$ cat src/rtl/rip_axi_read_arbiter.sv
// Round-robin arbiter sharing one AXI4 read channel between two line-refill
// requesters; one burst in flight at a time, R beats routed to the owner.
module rip_axi_read_arbiter #(
  parameter int ADDR_WIDTH = 32,
  parameter int DATA_WIDTH = 32,
  parameter int ID_WIDTH   = 4
) (
  input  logic                  clk,
  input  logic                  rstn,
  input  logic                  req_valid_1,
  output logic                  req_ready_1,
  input  logic [ADDR_WIDTH-1:0] req_addr_1,
  input  logic [7:0]            req_len_1,
  input  logic                  req_valid_2,
  output logic                  req_ready_2,
  input  logic [ADDR_WIDTH-1:0] req_addr_2,
  input  logic [7:0]            req_len_2,
  output logic                  rsp_valid_1,
  input  logic                  rsp_ready_1,
  output logic                  rsp_valid_2,
  input  logic                  rsp_ready_2,
  output logic [DATA_WIDTH-1:0] rsp_data,
  output logic                  rsp_last,
  output logic                  rsp_err,
  output logic [ID_WIDTH-1:0]   m_arid,
  output logic [ADDR_WIDTH-1:0] m_araddr,
  output logic [7:0]            m_arlen,
  output logic [2:0]            m_arsize,
  output logic [1:0]            m_arburst,
  output logic                  m_arvalid,
  input  logic                  m_arready,
  input  logic [ID_WIDTH-1:0]   m_rid,
  input  logic [DATA_WIDTH-1:0] m_rdata,
  input  logic [1:0]            m_rresp,
  input  logic                  m_rlast,
  input  logic                  m_rvalid,
  output logic                  m_rready,
  output logic                  protocol_err,
  output logic [1:0]            dbg_state_o
);

  // Handshakes: a transfer occurs on a rising clk edge where valid && ready;
  // valid never waits on ready, and payload is stable while valid && !ready.

  typedef enum logic [1:0] {
    IDLE = 2'd0,
    ADDR = 2'd1,
    DATA = 2'd2
  } state_e;

  state_e                state_q, state_d;
  logic                  ptr_q, ptr_d;      // 1: requester 2 wins a tie
  logic                  owner_q, owner_d;  // 1: requester 2 owns the burst
  logic [ADDR_WIDTH-1:0] addr_q, addr_d;
  logic [7:0]            len_q, len_d;
  logic [7:0]            beat_q, beat_d;
  logic                  perr_q, perr_d;

  logic                  grant_1, grant_2;
  logic                  r_fire;
  logic [ID_WIDTH-1:0]   owner_id;
  logic                  unused_rresp0;

  assign grant_1  = req_valid_1 & (~req_valid_2 | ~ptr_q);
  assign grant_2  = req_valid_2 & (~req_valid_1 |  ptr_q);
  assign r_fire   = m_rvalid & m_rready;
  assign owner_id = {{(ID_WIDTH-1){1'b0}}, owner_q};

  assign m_arid       = owner_id;
  assign m_araddr     = addr_q;
  assign m_arlen      = len_q;
  assign m_arsize     = 3'($clog2(DATA_WIDTH / 8));
  assign m_arburst    = 2'b01;
  assign rsp_data     = m_rdata;
  assign rsp_last     = m_rlast;
  assign rsp_err      = m_rresp[1];
  assign protocol_err = perr_q;
  assign dbg_state_o  = state_q;
  assign unused_rresp0 = m_rresp[0];

  always_ff @(posedge clk or negedge rstn) begin
    if (!rstn) begin
      state_q <= IDLE;
      ptr_q   <= 1'b0;
      owner_q <= 1'b0;
      addr_q  <= '0;
      len_q   <= '0;
      beat_q  <= '0;
      perr_q  <= 1'b0;
    end else begin
      state_q <= state_d;
      ptr_q   <= ptr_d;
      owner_q <= owner_d;
      addr_q  <= addr_d;
      len_q   <= len_d;
      beat_q  <= beat_d;
      perr_q  <= perr_d;
    end
  end

  always_comb begin
    state_d     = state_q;
    ptr_d       = ptr_q;
    owner_d     = owner_q;
    addr_d      = addr_q;
    len_d       = len_q;
    beat_d      = beat_q;
    perr_d      = perr_q;
    req_ready_1 = 1'b0;
    req_ready_2 = 1'b0;
    m_arvalid   = 1'b0;
    m_rready    = 1'b0;
    rsp_valid_1 = 1'b0;
    rsp_valid_2 = 1'b0;

    case (state_q)
      IDLE: begin
        req_ready_1 = grant_1;
        req_ready_2 = grant_2;
        if (grant_1) begin
          addr_d  = req_addr_1;
          len_d   = req_len_1;
          owner_d = 1'b0;
          state_d = ADDR;
        end else if (grant_2) begin
          addr_d  = req_addr_2;
          len_d   = req_len_2;
          owner_d = 1'b1;
          state_d = ADDR;
        end
      end

      ADDR: begin
        m_arvalid = 1'b1;
        if (m_arready) begin
          beat_d  = '0;
          state_d = DATA;
        end
      end

      DATA: begin
        rsp_valid_1 = m_rvalid & ~owner_q;
        rsp_valid_2 = m_rvalid &  owner_q;
        m_rready    = owner_q ? rsp_ready_2 : rsp_ready_1;
        if (r_fire) begin
          beat_d = beat_q + 8'd1;
          // Errors are only flagged; the burst still ends on RLAST alone.
          if ((m_rid != owner_id) || (m_rlast != (beat_q == len_q))) begin
            perr_d = 1'b1;
          end
          if (m_rlast) begin
            ptr_d   = ~owner_q;
            state_d = IDLE;
          end
        end
      end

      default: state_d = IDLE;
    endcase
  end

endmodule

$ cat config.mk
export PLATFORM = sky130hd
export DESIGN_NAME = rip_axi_read_arbiter
export DESIGN_NICKNAME = d
export VERILOG_FILES = /design/src/rtl/rip_axi_read_arbiter.sv
export SDC_FILE = /design/constraint.sdc
export NUM_CORES = 1
export LEC_CHECK = 0
export BUFFER_PORTS_ARGS = -buffer_cell sky130_fd_sc_hd__buf_2
export CELL_PAD_IN_SITES_DETAIL_PLACEMENT = 1
export CELL_PAD_IN_SITES_GLOBAL_PLACEMENT = 1
export CORE_MARGIN = 2
export CORE_UTILIZATION = 28
export DETAILED_ROUTE_END_ITERATION = 16
export GPL_TIMING_DRIVEN = 0
export HOLD_SLACK_MARGIN = 0.08
export PLACE_DENSITY = 0.79
export SLEW_MARGIN = 10
export SYNTH_ARGS = -nofsm -noshare
export SYNTH_HDL_FRONTEND = slang
export SYNTH_SLANG_ARGS = --single-unit
$ cat constraint.sdc
create_clock -name clk -period 1.7 [get_ports clk]
set_input_delay 0.085 -clock clk [delete_from_list [all_inputs] [get_ports clk]]
set_output_delay 0.085 -clock clk [all_outputs]
set_load 0.01 [all_outputs]
==> results list <==
- Cells with a size suffix above 1 make up between 40% and 50% of the layout.
* H-tree levels: 2
* Horizontal die dimension: about 110 µm
* Clock buffers created by TritonCTS: 5
* Unrepaired setup endpoints after global routing: no
- Counting every sink on the clock net gives 53.
- After layout, the worst path uses 94.9% of the clock period.
- CP max FO: 6
* Synth unique cells: 35
- After synthesis, the largest area contributor takes up between 40 and 50% of total cell area.
- After floorplanning, the core was divided into 37 placement rows.
- On the final layout, the worst hold slack is between 0.08 and 0.09 ns.
* Total cell area at the placement stage: just over 0.004 mm²
- Max-cap violations in this run came to 0.
- Via count: about 3000
* Area of the core: ~0.010 mm²
- Overall global routing resource usage: between 10% and 20%
* Sequential share of the synthesized area: 44.8%
- The worst setup path is of the flip-flop to flip-flop kind.
* First drt pass iteration count: 4
* Launching instance or port of the critical path: dbg_state_o[0]$_DFFE_PN0P_
- Number of antenna repair diodes: 0
* Global-route wire length before repair: 15.0 mm
- CP cell instances: and3b_1, buf_4, nand2_2, or4_4, a21oi_2
- Top library cells by usage in the layout, fill and taps aside: 182 x buf_2, 51 x dfrtp_1, 49 x nor2_1
- Routability cong.: 0.748
* Number of buffer cells added on primary ports: about 180
* Pwr/cell area: about 1300 mW/mm²
* Via count of the first global-routing pass: 3149
- Overflow after GRT: 0
* Normalized max-slew margin: between 40% and 50%
- The clock arrives with 0.0138 ns of skew.
* Clk pin slew, worst setup/hold paths: approximately 0.1 ns
- Worst Hold Path Cells: 3
- In the synthesized netlist, the number of instances is 309.
* Fill cells: roughly 1300
- Number of antenna violations at the first check in global routing: 0
- In the post-synthesis netlist, the biggest area contributors are dfrtp_1 45%, mux2i_1 14%, buf_4 11%, a21oi_1 7.1%, nor2_1 6.3%.
* Reported leakage power: roughly 2.3 nW
* CTS root buffer: clkbuf_8
- Among all stages on the critical path, the largest delay is contributed by or4_4.
- The floorplan step defined a die boundary enclosing around 0.011 mm².
- Critical Path RT: 1.94 ns
- For the pin with the worst max-slew slack, the measured transition is about 0.81 ns.
- The detailed router finished its first iteration with 39 violations.
- Post-detailed-route via-to-cell ratio: between 4 and 5
- In this run the critical register-to-register path is launched from dbg_state_o[0]$_DFFE_PN0P_.
- After synthesis, the mean cell area works out to roughly 9.6 µm².
- Result of the run: finished, final reports clean
* Detailed-route wire length: 9.56 mm
- Die Height: between 100 and 150 µm
- Family of cells with the greatest summed delay on the critical path: simple AND/OR/NAND/NOR gates
- Max Clock Freq: just over 600 MHz
- Entering global routing, the biggest net connects 54 pins.
* Post-route DRC: 0
- Setup violations remaining at the end of the flow were counted as 0.
* Most common cell after layout, fill and taps aside: buf_2
- TritonCTS built the clock tree.
- The tightest min-delay check is of the input pin to flip-flop type.
* Sum of buffers and inverters on the critical path: 1
- For this configuration, the core starts out at a cell density of between 20 and 30%.
- Clock latency on the worst-skew pair, taken at its later pin, is roughly 0.31 ns.
* Cell type with the largest total area after synthesis: dfrtp_1
* Worst-case reg-to-reg path depth: 5
- The count of final max-slew check failures came to 0.
- Net count of the finished layout: between 600 and 700
- Post-synthesis cell area: ~0.0030 mm²
* Worst Setup End Kind: flip-flop
* Data arrival time of the worst path: 1.86 ns
* Wire length per cell: approximately 15 µm
- The worst hold path begins at req_addr_2[11].
- Tmin final: between 1.5 and 2 ns
- YS warnings: 0
- Critical path depth in cells: 5
* Final Cell Area: around 0.0044 mm²
* Flops & latches, synth: between 50 and 60
- Setup crit start kind: flip-flop
- Post-DP HPWL: between 7 and 8 mm
- Largest incremental delay on the critical path: ~0.52 ns
- The final number of hold-violating endpoints came to 0.
- The area growth from synthesis to layout is 46.9%.
- CTS max path bufs: 2
- Count of boundary I/O pins: 219
- Peak supply drop: between 0.5 and 0.6 mV
- Count of nets left with antenna violations after detail routing: 0
-- synth_stat cells, drive strengths merged --
cell type	count
a21oi	42
a31o	1
nor2b	1
or4	1
buf	53
conb	2
o21ai	2
nor4	4
a311oi	1
nand3	5
mux2	1
clkbuf	6
xor2	12
and2b	1
nand4	2
and3b	1
a21boi	1
nand2	10
nor4b	1
and3	1
nor2	50
nor3	1
ha	1
xnor2	2
dfrtp	53
a21o	2
mux2i	41
o21a	1
and4	2
and2	2
o31ai	1
nand3b	1
inv	4
-- repair_timing --
action | CTS | global route
setup endpoints to repair | 42 | 17
hold endpoints to repair | 10 | 53
cloned | 0 | 1
buffers inserted | 0 | 0
hold buffers | 18 | 1
resized for setup | 8 | 9
-- final cells by class --
class	instances	area [µm²]	share of cell area [%]
plain buffers	58	415	9.55
clock buffers	5	68.8	1.58
clock inverters	3	17.5	0.403
inverters	4	15.0	0.345
multi-input cells	200	1260	29.0
flip-flops and latches	53	1330	30.5
well taps	136	170	3.91
repair buffers	195	1070	24.7
-- routing by layer --
| layer | part of all wire [%] | wire, µm | up-vias | global-route usage, % |
|---|---|---|---|---|
| li1 | - | - | 1403 | - |
| met1 | 39 | 3720 | 1422 | 18.4 |
| met2 | 54 | 5140 | 122 | 31.9 |
| met3 | 6.4 | 613 | 9 | 3.22 |
| met4 | 1.0 | 96 | 0 | 3.06 |
| met5 | 0 | 0 | - | 0 |
-- per-stage QoR --
stage               setup WS [ns]  setup TNS [ns]  total power, mW  cells  utilization [%]
floorplan                   0.172               0             3.80    315                -
global placement           -0.203           -6.78             4.87    627             39.3
detailed placement         -0.252           -8.67             5.00    627             39.3
CTS                        0.0182               0             5.78    652             42.0
global route              0.00348               0             6.23    654             42.3
finish                     0.0864               0             5.73    654             42.3
-- where the power goes --
| part | total, mW | internal [mW] | leakage [nW] | switching, mW |
|---|---|---|---|---|
| Clock | 0.722 | 0.286 | 0.0439 | 0.436 |
| Combinational | 2.83 | 1.23 | 1.63 | 1.60 |
| Sequential | 2.18 | 1.81 | 0.608 | 0.375 |
| Total | 5.73 | 3.32 | 2.28 | 2.41 |
-- worst reg2reg max path, cell delays in order (launching register included) --
cell,delay [ns]
dfrtp_2,0.45
and3b_1,0.22
buf_4,0.14
nand2_2,0.09
or4_4,0.52
a21oi_2,0.15
-- sequential cells by signal, summed over array words and instances (netlist names) --
signal        flops
protocol_err      1
ptr_q             1
m_araddr         32
dbg_state_o       2
owner_q           1
beat_q            8
m_arlen           8
-- cell families after synthesis --
logic type / share of synthesized area [%]
simple gates: 12.8
buf+inv: 14.0
flops: 44.8
compound gates: 9.29
mux: 14.4
xor+xnor: 4.14
other cells: 0.253
fa+ha+maj: 0.422
-- worst paths after layout --
path / slack, ns / end
worst max register to register: 0.09 / beat_q[7]$_DFFE_PN0P_
worst max-delay path: 0.09 / beat_q[7]$_DFFE_PN0P_
worst min register to register: 0.53 / ptr_q$_DFFE_PN0P_
worst min-delay path: 0.08 / m_araddr[11]$_DFFE_PN0P_
min in group asynchronous: 0.37 / m_araddr[11]$_DFFE_PN0P_
max in group asynchronous: 0.85 / dbg_state_o[1]$_DFFE_PN0P_
No activity file was read; power rests on OpenSTA's default activity.
